[src/rtl/mem_to_axi_if.sv]
// AXI4 bus bundle connecting a master to a slave.
// Parameters: AXI_ADDR_WIDTH, AXI_DATA_WIDTH, AXI_ID_WIDTH, AXI_USER_WIDTH.
// Modports: Master (drives AW/W/AR valid + payload, B/R ready), Slave (mirror).
interface AXI_BUS #(
    parameter int unsigned AXI_ADDR_WIDTH = 64,
    parameter int unsigned AXI_DATA_WIDTH = 64,
    parameter int unsigned AXI_ID_WIDTH   = 4,
    parameter int unsigned AXI_USER_WIDTH = 1
);
    localparam int unsigned STRB_WIDTH = AXI_DATA_WIDTH / 8;

    logic [AXI_ID_WIDTH-1:0]   aw_id;
    logic [AXI_ADDR_WIDTH-1:0] aw_addr;
    logic [7:0]                aw_len;
    logic [2:0]                aw_size;
    logic [1:0]                aw_burst;
    logic                      aw_lock;
    logic [3:0]                aw_cache;
    logic [2:0]                aw_prot;
    logic [3:0]                aw_qos;
    logic [3:0]                aw_region;
    logic [5:0]                aw_atop;
    logic [AXI_USER_WIDTH-1:0] aw_user;
    logic                      aw_valid;
    logic                      aw_ready;

    logic [AXI_DATA_WIDTH-1:0] w_data;
    logic [STRB_WIDTH-1:0]     w_strb;
    logic                      w_last;
    logic [AXI_USER_WIDTH-1:0] w_user;
    logic                      w_valid;
    logic                      w_ready;

    logic [AXI_ID_WIDTH-1:0]   b_id;
    logic [1:0]                b_resp;
    logic [AXI_USER_WIDTH-1:0] b_user;
    logic                      b_valid;
    logic                      b_ready;

    logic [AXI_ID_WIDTH-1:0]   ar_id;
    logic [AXI_ADDR_WIDTH-1:0] ar_addr;
    logic [7:0]                ar_len;
    logic [2:0]                ar_size;
    logic [1:0]                ar_burst;
    logic                      ar_lock;
    logic [3:0]                ar_cache;
    logic [2:0]                ar_prot;
    logic [3:0]                ar_qos;
    logic [3:0]                ar_region;
    logic [AXI_USER_WIDTH-1:0] ar_user;
    logic                      ar_valid;
    logic                      ar_ready;

    logic [AXI_ID_WIDTH-1:0]   r_id;
    logic [AXI_DATA_WIDTH-1:0] r_data;
    logic [1:0]                r_resp;
    logic                      r_last;
    logic [AXI_USER_WIDTH-1:0] r_user;
    logic                      r_valid;
    logic                      r_ready;

    modport Master (
        output aw_id, aw_addr, aw_len, aw_size, aw_burst, aw_lock, aw_cache, aw_prot,
               aw_qos, aw_region, aw_atop, aw_user, aw_valid,
        input  aw_ready,
        output w_data, w_strb, w_last, w_user, w_valid,
        input  w_ready,
        input  b_id, b_resp, b_user, b_valid,
        output b_ready,
        output ar_id, ar_addr, ar_len, ar_size, ar_burst, ar_lock, ar_cache, ar_prot,
               ar_qos, ar_region, ar_user, ar_valid,
        input  ar_ready,
        input  r_id, r_data, r_resp, r_last, r_user, r_valid,
        output r_ready
    );

    modport Slave (
        input  aw_id, aw_addr, aw_len, aw_size, aw_burst, aw_lock, aw_cache, aw_prot,
               aw_qos, aw_region, aw_atop, aw_user, aw_valid,
        output aw_ready,
        input  w_data, w_strb, w_last, w_user, w_valid,
        output w_ready,
        output b_id, b_resp, b_user, b_valid,
        input  b_ready,
        input  ar_id, ar_addr, ar_len, ar_size, ar_burst, ar_lock, ar_cache, ar_prot,
               ar_qos, ar_region, ar_user, ar_valid,
        output ar_ready,
        output r_id, r_data, r_resp, r_last, r_user, r_valid,
        input  r_ready
    );
endinterface

[src/rtl/mem_to_axi.sv]
// Single-outstanding bridge: each granted memory request becomes one
// single-beat AXI4 read (AR/R) or write (AW/W/B); completion pulses mem_rvalid_o.
// Ports: clk, rst_n (async, active-low); mem_req_i/mem_gnt_o (comb grant),
// mem_we_i, mem_addr_i, mem_wdata_i, mem_strb_i; mem_rvalid_o, mem_rdata_o;
// axi (AXI_BUS.Master).
// Optional: define MEM_TO_AXI_ERR_EN to add err_o, err_addr_o, err_clr_i
// (sticky capture of the first SLVERR/DECERR response).
module mem_to_axi #(
    parameter int unsigned AXI_ADDR_WIDTH = 64,
    parameter int unsigned AXI_DATA_WIDTH = 64,
    parameter int unsigned AXI_ID_WIDTH   = 4,
    parameter int unsigned AXI_USER_WIDTH = 1,
    parameter int unsigned AXI_ID         = 0
) (
    input  logic                        clk,
    input  logic                        rst_n,
    input  logic                        mem_req_i,
    output logic                        mem_gnt_o,
    input  logic                        mem_we_i,
    input  logic [AXI_ADDR_WIDTH-1:0]   mem_addr_i,
    input  logic [AXI_DATA_WIDTH-1:0]   mem_wdata_i,
    input  logic [AXI_DATA_WIDTH/8-1:0] mem_strb_i,
    output logic                        mem_rvalid_o,
    output logic [AXI_DATA_WIDTH-1:0]   mem_rdata_o,
    AXI_BUS.Master                      axi
`ifdef MEM_TO_AXI_ERR_EN
   ,output logic                        err_o,
    output logic [AXI_ADDR_WIDTH-1:0]   err_addr_o,
    input  logic                        err_clr_i
`endif
);
    localparam int unsigned STRB_W = AXI_DATA_WIDTH / 8;
    localparam int unsigned SIZE   = $clog2(STRB_W);

    typedef enum logic [2:0] {IDLE, WR_ADDR_DATA, WR_RESP, RD_ADDR, RD_DATA} state_e;

    state_e                    state_q, state_d;
    logic                      aw_valid_q, aw_valid_d;
    logic                      w_valid_q, w_valid_d;
    logic                      ar_valid_q, ar_valid_d;
    logic                      b_ready_q, b_ready_d;
    logic                      r_ready_q, r_ready_d;
    logic                      rvalid_q, rvalid_d;
    logic [AXI_DATA_WIDTH-1:0] rdata_q, rdata_d;
    logic [AXI_ADDR_WIDTH-1:0] addr_q, addr_d;
    logic [AXI_DATA_WIDTH-1:0] wdata_q, wdata_d;
    logic [STRB_W-1:0]         strb_q, strb_d;

    // Next-state, handshake bookkeeping and combinational grant
    always_comb begin
        state_d    = state_q;
        aw_valid_d = aw_valid_q;
        w_valid_d  = w_valid_q;
        ar_valid_d = ar_valid_q;
        b_ready_d  = b_ready_q;
        r_ready_d  = r_ready_q;
        rvalid_d   = 1'b0;
        rdata_d    = rdata_q;
        addr_d     = addr_q;
        wdata_d    = wdata_q;
        strb_d     = strb_q;
        mem_gnt_o  = 1'b0;
        unique case (state_q)
            IDLE: begin
                mem_gnt_o = mem_req_i;
                if (mem_req_i) begin
                    addr_d  = mem_addr_i;
                    wdata_d = mem_wdata_i;
                    strb_d  = mem_strb_i;
                    if (mem_we_i) begin
                        state_d    = WR_ADDR_DATA;
                        aw_valid_d = 1'b1;
                        w_valid_d  = 1'b1;
                    end else begin
                        state_d    = RD_ADDR;
                        ar_valid_d = 1'b1;
                    end
                end
            end
            WR_ADDR_DATA: begin
                // AW and W retire independently; leave once both are done
                if (axi.aw_ready) aw_valid_d = 1'b0;
                if (axi.w_ready)  w_valid_d  = 1'b0;
                if (!aw_valid_d && !w_valid_d) begin
                    state_d   = WR_RESP;
                    b_ready_d = 1'b1;
                end
            end
            WR_RESP: begin
                if (axi.b_valid) begin
                    state_d   = IDLE;
                    b_ready_d = 1'b0;
                    rvalid_d  = 1'b1;
                end
            end
            RD_ADDR: begin
                if (axi.ar_ready) begin
                    state_d    = RD_DATA;
                    ar_valid_d = 1'b0;
                    r_ready_d  = 1'b1;
                end
            end
            RD_DATA: begin
                if (axi.r_valid) begin
                    state_d   = IDLE;
                    r_ready_d = 1'b0;
                    rdata_d   = axi.r_data;
                    rvalid_d  = 1'b1;
                end
            end
            default: state_d = IDLE;
        endcase
    end

    // State and output registers
    always_ff @(posedge clk or negedge rst_n) begin
        if (!rst_n) begin
            state_q    <= IDLE;
            aw_valid_q <= 1'b0;
            w_valid_q  <= 1'b0;
            ar_valid_q <= 1'b0;
            b_ready_q  <= 1'b0;
            r_ready_q  <= 1'b0;
            rvalid_q   <= 1'b0;
            rdata_q    <= '0;
            addr_q     <= '0;
            wdata_q    <= '0;
            strb_q     <= '0;
        end else begin
            state_q    <= state_d;
            aw_valid_q <= aw_valid_d;
            w_valid_q  <= w_valid_d;
            ar_valid_q <= ar_valid_d;
            b_ready_q  <= b_ready_d;
            r_ready_q  <= r_ready_d;
            rvalid_q   <= rvalid_d;
            rdata_q    <= rdata_d;
            addr_q     <= addr_d;
            wdata_q    <= wdata_d;
            strb_q     <= strb_d;
        end
    end

    assign mem_rvalid_o = rvalid_q;
    assign mem_rdata_o  = rdata_q;

    // Single-beat INCR, full-width bursts; address passed through unaligned
    assign axi.aw_id     = AXI_ID_WIDTH'(AXI_ID);
    assign axi.aw_addr   = addr_q;
    assign axi.aw_len    = 8'd0;
    assign axi.aw_size   = 3'(SIZE);
    assign axi.aw_burst  = 2'b01;
    assign axi.aw_lock   = 1'b0;
    assign axi.aw_cache  = 4'd0;
    assign axi.aw_prot   = 3'd0;
    assign axi.aw_qos    = 4'd0;
    assign axi.aw_region = 4'd0;
    assign axi.aw_atop   = 6'd0;
    assign axi.aw_user   = '0;
    assign axi.aw_valid  = aw_valid_q;

    assign axi.w_data    = wdata_q;
    assign axi.w_strb    = strb_q;
    assign axi.w_last    = 1'b1;
    assign axi.w_user    = '0;
    assign axi.w_valid   = w_valid_q;

    assign axi.b_ready   = b_ready_q;

    assign axi.ar_id     = AXI_ID_WIDTH'(AXI_ID);
    assign axi.ar_addr   = addr_q;
    assign axi.ar_len    = 8'd0;
    assign axi.ar_size   = 3'(SIZE);
    assign axi.ar_burst  = 2'b01;
    assign axi.ar_lock   = 1'b0;
    assign axi.ar_cache  = 4'd0;
    assign axi.ar_prot   = 3'd0;
    assign axi.ar_qos    = 4'd0;
    assign axi.ar_region = 4'd0;
    assign axi.ar_user   = '0;
    assign axi.ar_valid  = ar_valid_q;

    assign axi.r_ready   = r_ready_q;

`ifdef MEM_TO_AXI_ERR_EN
    logic                      err_q;
    logic [AXI_ADDR_WIDTH-1:0] err_addr_q;
    logic                      err_hit;

    // resp[1] set means SLVERR or DECERR on the completing beat
    assign err_hit = (state_q == WR_RESP && axi.b_valid && axi.b_resp[1]) ||
                     (state_q == RD_DATA && axi.r_valid && axi.r_resp[1]);

    // First error sticks; a clear coinciding with a new error keeps the new one
    always_ff @(posedge clk or negedge rst_n) begin
        if (!rst_n) begin
            err_q      <= 1'b0;
            err_addr_q <= '0;
        end else if (err_hit && (!err_q || err_clr_i)) begin
            err_q      <= 1'b1;
            err_addr_q <= addr_q;
        end else if (err_clr_i) begin
            err_q      <= 1'b0;
            err_addr_q <= '0;
        end
    end

    assign err_o      = err_q;
    assign err_addr_o = err_addr_q;
`endif
endmodule

[src/flat_wrapper.sv]
// flat-port wrapper written by rule: the top's interface ports become plain ports
module mem_to_axi_flat 
#(
    parameter int unsigned AXI_ADDR_WIDTH = 64,
    parameter int unsigned AXI_DATA_WIDTH = 64,
    parameter int unsigned AXI_ID_WIDTH   = 4,
    parameter int unsigned AXI_USER_WIDTH = 1,
    parameter int unsigned AXI_ID         = 0
)
  (clk, rst_n, mem_req_i, mem_gnt_o, mem_we_i, mem_addr_i, mem_wdata_i, mem_strb_i, mem_rvalid_o, mem_rdata_o, axi_aw_id, axi_aw_addr, axi_aw_len, axi_aw_size, axi_aw_burst, axi_aw_lock, axi_aw_cache, axi_aw_prot, axi_aw_qos, axi_aw_region, axi_aw_atop, axi_aw_user, axi_aw_valid, axi_aw_ready, axi_w_data, axi_w_strb, axi_w_last, axi_w_user, axi_w_valid, axi_w_ready, axi_b_id, axi_b_resp, axi_b_user, axi_b_valid, axi_b_ready, axi_ar_id, axi_ar_addr, axi_ar_len, axi_ar_size, axi_ar_burst, axi_ar_lock, axi_ar_cache, axi_ar_prot, axi_ar_qos, axi_ar_region, axi_ar_user, axi_ar_valid, axi_ar_ready, axi_r_id, axi_r_data, axi_r_resp, axi_r_last, axi_r_user, axi_r_valid, axi_r_ready);
  AXI_BUS #(.AXI_ADDR_WIDTH(AXI_ADDR_WIDTH), .AXI_DATA_WIDTH(AXI_DATA_WIDTH), .AXI_ID_WIDTH(AXI_ID_WIDTH), .AXI_USER_WIDTH(AXI_USER_WIDTH)) axi_i ();
  input  logic clk;
  input  logic rst_n;
  input  logic mem_req_i;
  output logic mem_gnt_o;
  input  logic mem_we_i;
  input  logic [AXI_ADDR_WIDTH-1:0] mem_addr_i;
  input  logic [AXI_DATA_WIDTH-1:0] mem_wdata_i;
  input  logic [AXI_DATA_WIDTH/8-1:0] mem_strb_i;
  output logic mem_rvalid_o;
  output logic [AXI_DATA_WIDTH-1:0] mem_rdata_o;
  output wire logic [$bits(axi_i.aw_id)-1:0] axi_aw_id;
  output wire logic [$bits(axi_i.aw_addr)-1:0] axi_aw_addr;
  output wire logic [$bits(axi_i.aw_len)-1:0] axi_aw_len;
  output wire logic [$bits(axi_i.aw_size)-1:0] axi_aw_size;
  output wire logic [$bits(axi_i.aw_burst)-1:0] axi_aw_burst;
  output wire logic [$bits(axi_i.aw_lock)-1:0] axi_aw_lock;
  output wire logic [$bits(axi_i.aw_cache)-1:0] axi_aw_cache;
  output wire logic [$bits(axi_i.aw_prot)-1:0] axi_aw_prot;
  output wire logic [$bits(axi_i.aw_qos)-1:0] axi_aw_qos;
  output wire logic [$bits(axi_i.aw_region)-1:0] axi_aw_region;
  output wire logic [$bits(axi_i.aw_atop)-1:0] axi_aw_atop;
  output wire logic [$bits(axi_i.aw_user)-1:0] axi_aw_user;
  output wire logic [$bits(axi_i.aw_valid)-1:0] axi_aw_valid;
  input wire logic [$bits(axi_i.aw_ready)-1:0] axi_aw_ready;
  output wire logic [$bits(axi_i.w_data)-1:0] axi_w_data;
  output wire logic [$bits(axi_i.w_strb)-1:0] axi_w_strb;
  output wire logic [$bits(axi_i.w_last)-1:0] axi_w_last;
  output wire logic [$bits(axi_i.w_user)-1:0] axi_w_user;
  output wire logic [$bits(axi_i.w_valid)-1:0] axi_w_valid;
  input wire logic [$bits(axi_i.w_ready)-1:0] axi_w_ready;
  input wire logic [$bits(axi_i.b_id)-1:0] axi_b_id;
  input wire logic [$bits(axi_i.b_resp)-1:0] axi_b_resp;
  input wire logic [$bits(axi_i.b_user)-1:0] axi_b_user;
  input wire logic [$bits(axi_i.b_valid)-1:0] axi_b_valid;
  output wire logic [$bits(axi_i.b_ready)-1:0] axi_b_ready;
  output wire logic [$bits(axi_i.ar_id)-1:0] axi_ar_id;
  output wire logic [$bits(axi_i.ar_addr)-1:0] axi_ar_addr;
  output wire logic [$bits(axi_i.ar_len)-1:0] axi_ar_len;
  output wire logic [$bits(axi_i.ar_size)-1:0] axi_ar_size;
  output wire logic [$bits(axi_i.ar_burst)-1:0] axi_ar_burst;
  output wire logic [$bits(axi_i.ar_lock)-1:0] axi_ar_lock;
  output wire logic [$bits(axi_i.ar_cache)-1:0] axi_ar_cache;
  output wire logic [$bits(axi_i.ar_prot)-1:0] axi_ar_prot;
  output wire logic [$bits(axi_i.ar_qos)-1:0] axi_ar_qos;
  output wire logic [$bits(axi_i.ar_region)-1:0] axi_ar_region;
  output wire logic [$bits(axi_i.ar_user)-1:0] axi_ar_user;
  output wire logic [$bits(axi_i.ar_valid)-1:0] axi_ar_valid;
  input wire logic [$bits(axi_i.ar_ready)-1:0] axi_ar_ready;
  input wire logic [$bits(axi_i.r_id)-1:0] axi_r_id;
  input wire logic [$bits(axi_i.r_data)-1:0] axi_r_data;
  input wire logic [$bits(axi_i.r_resp)-1:0] axi_r_resp;
  input wire logic [$bits(axi_i.r_last)-1:0] axi_r_last;
  input wire logic [$bits(axi_i.r_user)-1:0] axi_r_user;
  input wire logic [$bits(axi_i.r_valid)-1:0] axi_r_valid;
  output wire logic [$bits(axi_i.r_ready)-1:0] axi_r_ready;
  assign axi_aw_id = axi_i.aw_id;
  assign axi_aw_addr = axi_i.aw_addr;
  assign axi_aw_len = axi_i.aw_len;
  assign axi_aw_size = axi_i.aw_size;
  assign axi_aw_burst = axi_i.aw_burst;
  assign axi_aw_lock = axi_i.aw_lock;
  assign axi_aw_cache = axi_i.aw_cache;
  assign axi_aw_prot = axi_i.aw_prot;
  assign axi_aw_qos = axi_i.aw_qos;
  assign axi_aw_region = axi_i.aw_region;
  assign axi_aw_atop = axi_i.aw_atop;
  assign axi_aw_user = axi_i.aw_user;
  assign axi_aw_valid = axi_i.aw_valid;
  assign axi_i.aw_ready = axi_aw_ready;
  assign axi_w_data = axi_i.w_data;
  assign axi_w_strb = axi_i.w_strb;
  assign axi_w_last = axi_i.w_last;
  assign axi_w_user = axi_i.w_user;
  assign axi_w_valid = axi_i.w_valid;
  assign axi_i.w_ready = axi_w_ready;
  assign axi_i.b_id = axi_b_id;
  assign axi_i.b_resp = axi_b_resp;
  assign axi_i.b_user = axi_b_user;
  assign axi_i.b_valid = axi_b_valid;
  assign axi_b_ready = axi_i.b_ready;
  assign axi_ar_id = axi_i.ar_id;
  assign axi_ar_addr = axi_i.ar_addr;
  assign axi_ar_len = axi_i.ar_len;
  assign axi_ar_size = axi_i.ar_size;
  assign axi_ar_burst = axi_i.ar_burst;
  assign axi_ar_lock = axi_i.ar_lock;
  assign axi_ar_cache = axi_i.ar_cache;
  assign axi_ar_prot = axi_i.ar_prot;
  assign axi_ar_qos = axi_i.ar_qos;
  assign axi_ar_region = axi_i.ar_region;
  assign axi_ar_user = axi_i.ar_user;
  assign axi_ar_valid = axi_i.ar_valid;
  assign axi_i.ar_ready = axi_ar_ready;
  assign axi_i.r_id = axi_r_id;
  assign axi_i.r_data = axi_r_data;
  assign axi_i.r_resp = axi_r_resp;
  assign axi_i.r_last = axi_r_last;
  assign axi_i.r_user = axi_r_user;
  assign axi_i.r_valid = axi_r_valid;
  assign axi_r_ready = axi_i.r_ready;
  mem_to_axi #(.AXI_ADDR_WIDTH(AXI_ADDR_WIDTH), .AXI_DATA_WIDTH(AXI_DATA_WIDTH), .AXI_ID_WIDTH(AXI_ID_WIDTH), .AXI_USER_WIDTH(AXI_USER_WIDTH), .AXI_ID(AXI_ID)) u_core (.clk(clk), .rst_n(rst_n), .mem_req_i(mem_req_i), .mem_gnt_o(mem_gnt_o), .mem_we_i(mem_we_i), .mem_addr_i(mem_addr_i), .mem_wdata_i(mem_wdata_i), .mem_strb_i(mem_strb_i), .mem_rvalid_o(mem_rvalid_o), .mem_rdata_o(mem_rdata_o), .axi(axi_i));
endmodule
[config.mk]
export PLATFORM = sky130hd
export DESIGN_NAME = mem_to_axi_flat
export DESIGN_NICKNAME = d
export VERILOG_FILES = /design/src/rtl/mem_to_axi_if.sv /design/src/rtl/mem_to_axi.sv /design/src/flat_wrapper.sv
export SDC_FILE = /design/constraint.sdc
export NUM_CORES = 1
export LEC_CHECK = 0
export CAP_MARGIN = 10
export CORE_AREA = 2 2 225 227
export CTS_CLUSTER_DIAMETER = 80
export DETAILED_ROUTE_END_ITERATION = 6
export DIE_AREA = 0 0 227 229
export MAX_ROUTING_LAYER = met4
export PLACE_DENSITY_LB_ADDON = 0.3
export SYNTH_ARGS = -nofsm -noshare
export SYNTH_HDL_FRONTEND = slang
export SYNTH_SLANG_ARGS = --single-unit
[constraint.sdc]
create_clock -name clk -period 1.9 [get_ports clk]
set_input_delay 0.19 -clock clk [delete_from_list [all_inputs] [get_ports clk]]
set_output_delay 0.19 -clock clk [all_outputs]
set_load 0.05 [all_outputs]
# ---- After elaboration in Yosys (flattened, before gate mapping)
# Cells that the tools add are included.
dict set report word_totals {
  regBits 209
  input_bits 224
  elab_cells 66
}
dict set report classes {
  eq_ne 11
  n_mux 29
  n_reduce_logical 15
}
# op count
set ops {}
lappend ops {{$mux W1} 16}
lappend ops {{$mux W3} 5}
lappend ops {{$pmux W3 S5} 1}
lappend ops {{$ne A2 B2 Y1 const B} 6}
lappend ops {{$pmux W1 S2} 6}
lappend ops {{$reduce_and A3 Y1} 3}
lappend ops {{$reduce_bool A2 Y1} 4}
lappend ops {{$eq A3 B2 Y1 const B} 2}
lappend ops {{$reduce_and A5 Y1} 1}
lappend ops {{$reduce_and A2 Y1} 2}
lappend ops {{$reduce_and A4 Y1} 1}
lappend ops {{$eq A3 B1 Y1 const B} 1}
lappend ops {{$eq A3 B3 Y1 const B} 1}
lappend ops {{$logic_not A3 Y1} 1}
lappend ops {{$logic_not A1 Y1} 2}
lappend ops {{$mux W2} 1}
lappend ops {{$ne A2 B1 Y1 const B} 1}
lappend ops {{$logic_and A1 B1 Y1} 1}

# ---- Longest topological paths before layout
dict set report depth {
  ltp_word 6
  ltp_mapped 5
  mapped_depth_nobuf 3
}

# ---- Least setup slack after synthesis
# Ideal clock, no wire load.
dict set report synth_timing {
  kind {register to register}
  startpoint {reg u_core.state_q[1]}
  endpoint {reg u_core.wdata_q[14] (netlist: u_core.axi.w_data[14])}
  setup_ps 125
  arrival_ps 1643
  path_slack_ps 132
  path_stages_with_launch 5
  cell_sequence {dfrtp_1 -> buf_2 -> nor4b_4 -> buf_2 -> mux2_2}
}
dict set report synth_via {
  elab_chain_len 2
}
# item line
set synth_rtl {}
lappend synth_rtl {{from (decl)} mem_to_axi.sv:37} ;# state_e state_q, state_d;
lappend synth_rtl {{from (signal assigned)} mem_to_axi.sv:130} ;# state_q <= state_d;
lappend synth_rtl {{$logic_not A3 Y1} mem_to_axi.sv:63} ;# unique case (state_q)
lappend synth_rtl {{$reduce_and A2 Y1 (no source line)} n/a}
lappend synth_rtl {{to (signal assigned)} mem_to_axi.sv:139} ;# wdata_q <= wdata_d;
lappend synth_rtl {{to (decl)} mem_to_axi.sv:46} ;# logic [AXI_DATA_WIDTH-1:0] wdata_q, wdata_d;
# No other way between the ends.
# A chain may end at the register's enable or synchronous reset.

# ---- Worst setup path after layout
dict set report layout_timing {
  startpoint {reg u_core.state_q[1]}
  endpoint {out mem_gnt_o}
}
dict set report layout_via {
  elab_chain_len 2
}
# item line
set layout_rtl {}
lappend layout_rtl {{$logic_not A3 Y1} mem_to_axi.sv:63}
lappend layout_rtl {{$mux W1} mem_to_axi.sv:63}
lappend layout_rtl {{to (decl)} flat_wrapper.sv:15} ;# output logic mem_gnt_o;
# No other way between the ends.

==> impl_table.tex <==
\begin{tabular}{lr}
\hline
Metric & Value \\
\hline
\multicolumn{2}{l}{\textbf{Status}} \\
Run status & completed \\
\multicolumn{2}{l}{\textbf{Synthesis}} \\
Sequential-to-total area share from yosys stat & 58.5\% \\
Number of synthesized register bits & 209 \\
Multiplexer share of the synthesized area & 25.4\% \\
Post-synthesis share of cell area spent on full adders, half adders and majority gates & 0\% \\
Synth Area in XOR/XNOR & 0\% \\
Netlist area before placement & 8950 sq um \\
Fraction of registers with async set/reset & 100\% \\
Proportion of netlist area held by the largest area contributor & 58.5\% \\
Cell with the most instances after synthesis & sky130\_fd\_sc\_hd\_\_dfrtp\_1 \\
Dominant combinational cell family by area after synthesis & multiplexers \\
Synth warn & 0 \\
Post-Syn Instances & 611 \\
Leading register cell type out of synthesis & sky130\_fd\_sc\_hd\_\_dfrtp\_1 \\
Synthesized-area fraction occupied by ao, oa, aoi and oai cells & 1.01\% \\
Count of flip-flops with a built-in enable after synthesis & 0 \\
Ranking of synthesized cells by instance count & sky130\_fd\_sc\_hd\_\_dfrtp\_1 (209), sky130\_fd\_sc\_hd\_\_buf\_4 (156), sky130\_fd\_sc\_hd\_\_mux2\_1 (104) \\
Count of different cell masters after synthesis & 26 \\
Cells taking the most area after synthesis & sky130\_fd\_sc\_hd\_\_dfrtp\_1 (58\%), sky130\_fd\_sc\_hd\_\_buf\_4 (13\%), sky130\_fd\_sc\_hd\_\_mux2\_1 (13\%), sky130\_fd\_sc\_hd\_\_mux2\_2 (12\%), sky130\_fd\_sc\_hd\_\_buf\_2 (0.34\%) \\
Synthesized area per cell & 14.6 sq um \\
Cell type with the highest aggregate area in the netlist & sky130\_fd\_sc\_hd\_\_dfrtp\_1 \\
Post-synthesis share of cell area spent on and, or, nand and nor gates & between 1 and 1.5\% \\
\multicolumn{2}{l}{\textbf{Final layout}} \\
ANT cells & 0 \\
Final \#Nets & 1293 \\
Area of all sequential standard cells & 5230 sq um \\
Area overhead of the layout relative to synthesis & 63.6\% \\
Number of fill cells & 5192 \\
Combined area of the multi-input logic cells & 2770 sq um \\
Proportion of layout cells with a drive suffix above 1 & 17.8\% \\
Finished layout cell area & 14600 sq um \\
\multicolumn{2}{l}{\textbf{Floorplan}} \\
Vert. Die Dim & approximately 230 um \\
DIE AREA & $\sim$52000 sq um \\
Num ports & between 500 and 600 \\
Core Box Area & around 50000 sq um \\
Number of core rows & 82 \\
Initial core utilization & 18.0\% \\
Horiz. Die Dim & 227 um \\
\multicolumn{2}{l}{\textbf{Timing}} \\
Skew final & between 20 and 30 ps \\
Hold violation count in the final report & 0 \\
Final setup margin & 31.8 ps \\
RSZ-0062 raised after global routing & true \\
Fin. max-slew vios & 0 \\
Crit path time final & 1870 ps \\
Worst Tran Pin Value & 560 ps \\
Endpoints failing setup & 0 \\
Post-route clock period utilization & 98.3\% \\
FMAX & about 0.54 GHz \\
Max\_slew headroom & $\sim$63\% \\
\multicolumn{2}{l}{\textbf{Global route}} \\
GRT overflow & 0 \\
Global-route total usage across every layer & between 10 and 15\% \\
Met1 Use GR & 10.3\% \\
Global-route wire length before repair & roughly 39000 um \\
Largest net degree at the start of global routing & 51 \\
Initial antenna violation count & 0 \\
Global-route track usage on met2 & 17.9\% \\
Via count of the first global-routing pass & between 6000 and 7000 \\
Met3 Track Usage GR & about 4.1\% \\
Most crowded layer after global routing & met2 \\
\multicolumn{2}{l}{\textbf{Clock network}} \\
Worst skew pair latency & 550 ps \\
H-Tree Level Count & 1 \\
Clk root buf & sky130\_fd\_sc\_hd\_\_clkbuf\_16 \\
Clock slew at the register clock pins of the worst setup and hold paths & around 60 ps \\
Clock Sinks & 209 \\
Maximum buffer depth of the clock tree & 3 \\
Number of buffers inserted during clock tree synthesis & 25 \\
CTS tree & built \\
\multicolumn{2}{l}{\textbf{Route}} \\
Detailed-route DRC error count & 0 \\
Aggregate routed wire length & 27000 um \\
Number of nets with antenna violations after routing & 0 \\
DR vias/cell & between 3 and 4 \\
Via total after detailed routing & 6186 \\
Average detailed-routed wire length per instance & 15.3 um \\
DR iter-0 viols & 68 \\
Number of optimization iterations in the first detailed-route pass & 4 \\
\multicolumn{2}{l}{\textbf{Min path}} \\
Worst min-delay path category & input port to async pin \\
\multicolumn{2}{l}{\textbf{Worst setup path}} \\
Kind of end point of the critical path & primary output \\
Kind of critical path & flip-flop to primary output \\
Worst setup startpoint & u\_core.state\_q[1]\$\_DFFE\_PN0P\_ \\
Startpoint of the most critical register-to-register path & u\_core.state\_q[1]\$\_DFFE\_PN0P\_ \\
Data required, critical path & 1710 ps \\
Top fanout value on the critical path & 6 \\
Sort of element at the start of the critical path & flip-flop \\
Critical path data arrival time & 1680 ps \\
\multicolumn{2}{l}{\textbf{Placed design}} \\
Post-DP Area & 14000 sq um \\
Routability congestion estimate from global placement & 0.741 \\
Half-perimeter wire length after placement & between 20000 and 25000 um \\
Placement-stage worst setup slack & -67.2 ps \\
Port buffer count & 479 \\
\multicolumn{2}{l}{\textbf{Run}} \\
Reported max-cap violation count & 0 \\
\hline
\end{tabular}
[stage by stage]
stage	setup TNS (ps)	util, %	cells	hold WS, ps
detailed placement	-3120	28.2	1704	174
floorplan	0	-	685	-106
global placement	-509	28.2	1704	170
global route	-76.4	29.5	1759	169
CTS	-87.8	29.3	1751	144
finish	0	29.5	1759	157
[layer usage]
| layer | part of all wire [%] | up-vias |
|---|---|---|
| met5 | 0 | - |
| met4 | 2.4 | 0 |
| met3 | 11 | 33 |
| met2 | 51 | 318 |
| met1 | 35 | 3042 |
| li1 | - | 2793 |
[layout by cell type (no fill, tap or decap), drive strengths merged]
cell type and instances:
nand2b 3, bufinv 4, a22o 2, mux2 200, clkinvlp 1, dlymetal6s2s 2
dlygate4sd3 1, clkdlybuf4s50 207, a31oi 1, o21ai 4, nor3 2, nand3 2
buf 51, nor3b 1, clkbuf 32, o21a 1, mux2i 2, nor2b 3
dfrtp 209, nor4b 1, o41ai 1, nor2 3, conb 76, clkinv 7
a32o 1, dlygate4sd2 260, a21oi 4, nand2 3, inv 3
[kinds of logic (layout without fill, tap and decap cells)]
group | count (synthesis) | count (layout)
muxes | 202 | 202
DFF | 209 | 209
and+or+nand+nor | 18 | 18
buffers and inverters | 166 | 568
AOI/OAI and AO/OA | 14 | 14
other | 2 | 76
[sequential cells by signal, summed over array words and instances (netlist names)]
register             count
u_core.axi.ar_addr      64
u_core.axi.ar_valid      1
u_core.axi.aw_valid      1
u_core.axi.b_ready       1
u_core.axi.r_ready       1
u_core.axi.w_data       64
u_core.axi.w_strb        8
u_core.axi.w_valid       1
u_core.mem_rdata_o      64
u_core.mem_rvalid_o      1
u_core.state_q           3
[final timing paths]
check	endpoint	slack, ps	cells after the start
min	u_core.axi.w_data[28]$_DFFE_PN0P_	160	2
min in group clk	u_core.mem_rdata_o[13]$_DFFE_PN0P_	240	2
min reg2reg	u_core.axi.w_data[5]$_DFFE_PN0P_	480	1
max reg2reg	u_core.axi.ar_addr[25]$_DFFE_PN0P_	80	5
max	mem_gnt_o	30	4
max in group asynchronous	u_core.axi.ar_addr[14]$_DFFE_PN0P_	1040	3
[critical path: stages, from the launching register on]
cell and delay (ps):
sky130_fd_sc_hd__dfrtp_1 410, sky130_fd_sc_hd__nor4b_4 320, sky130_fd_sc_hd__buf_6 160, sky130_fd_sc_hd__buf_12 110, sky130_fd_sc_hd__buf_12 130
[final cells by class]
class	instances	area share, %
clock buffers	32	4.86
well taps	672	5.75
clock inverters	13	1.17
inverters	2	0.0513
repair buffers	521	33.5
multi-input cells	310	18.9
flip-flops and latches	209	35.7
[timing repair]
| action | 4_1_cts | 5_1_grt |
|---|---|---|
| hold buffers | 1 | 0 |
| endpoints found under the hold margin | 75 | 0 |
| pin swaps | 1 | 1 |
| resized for setup | 261 | 2 |
| endpoints found under the setup margin | 261 | 5 |
| buffers inserted | 1 | 8 |
Power is left out: the tool's default activity adds up to more than one toggle a clock period on the data nets, which glitch-free logic cannot reach.
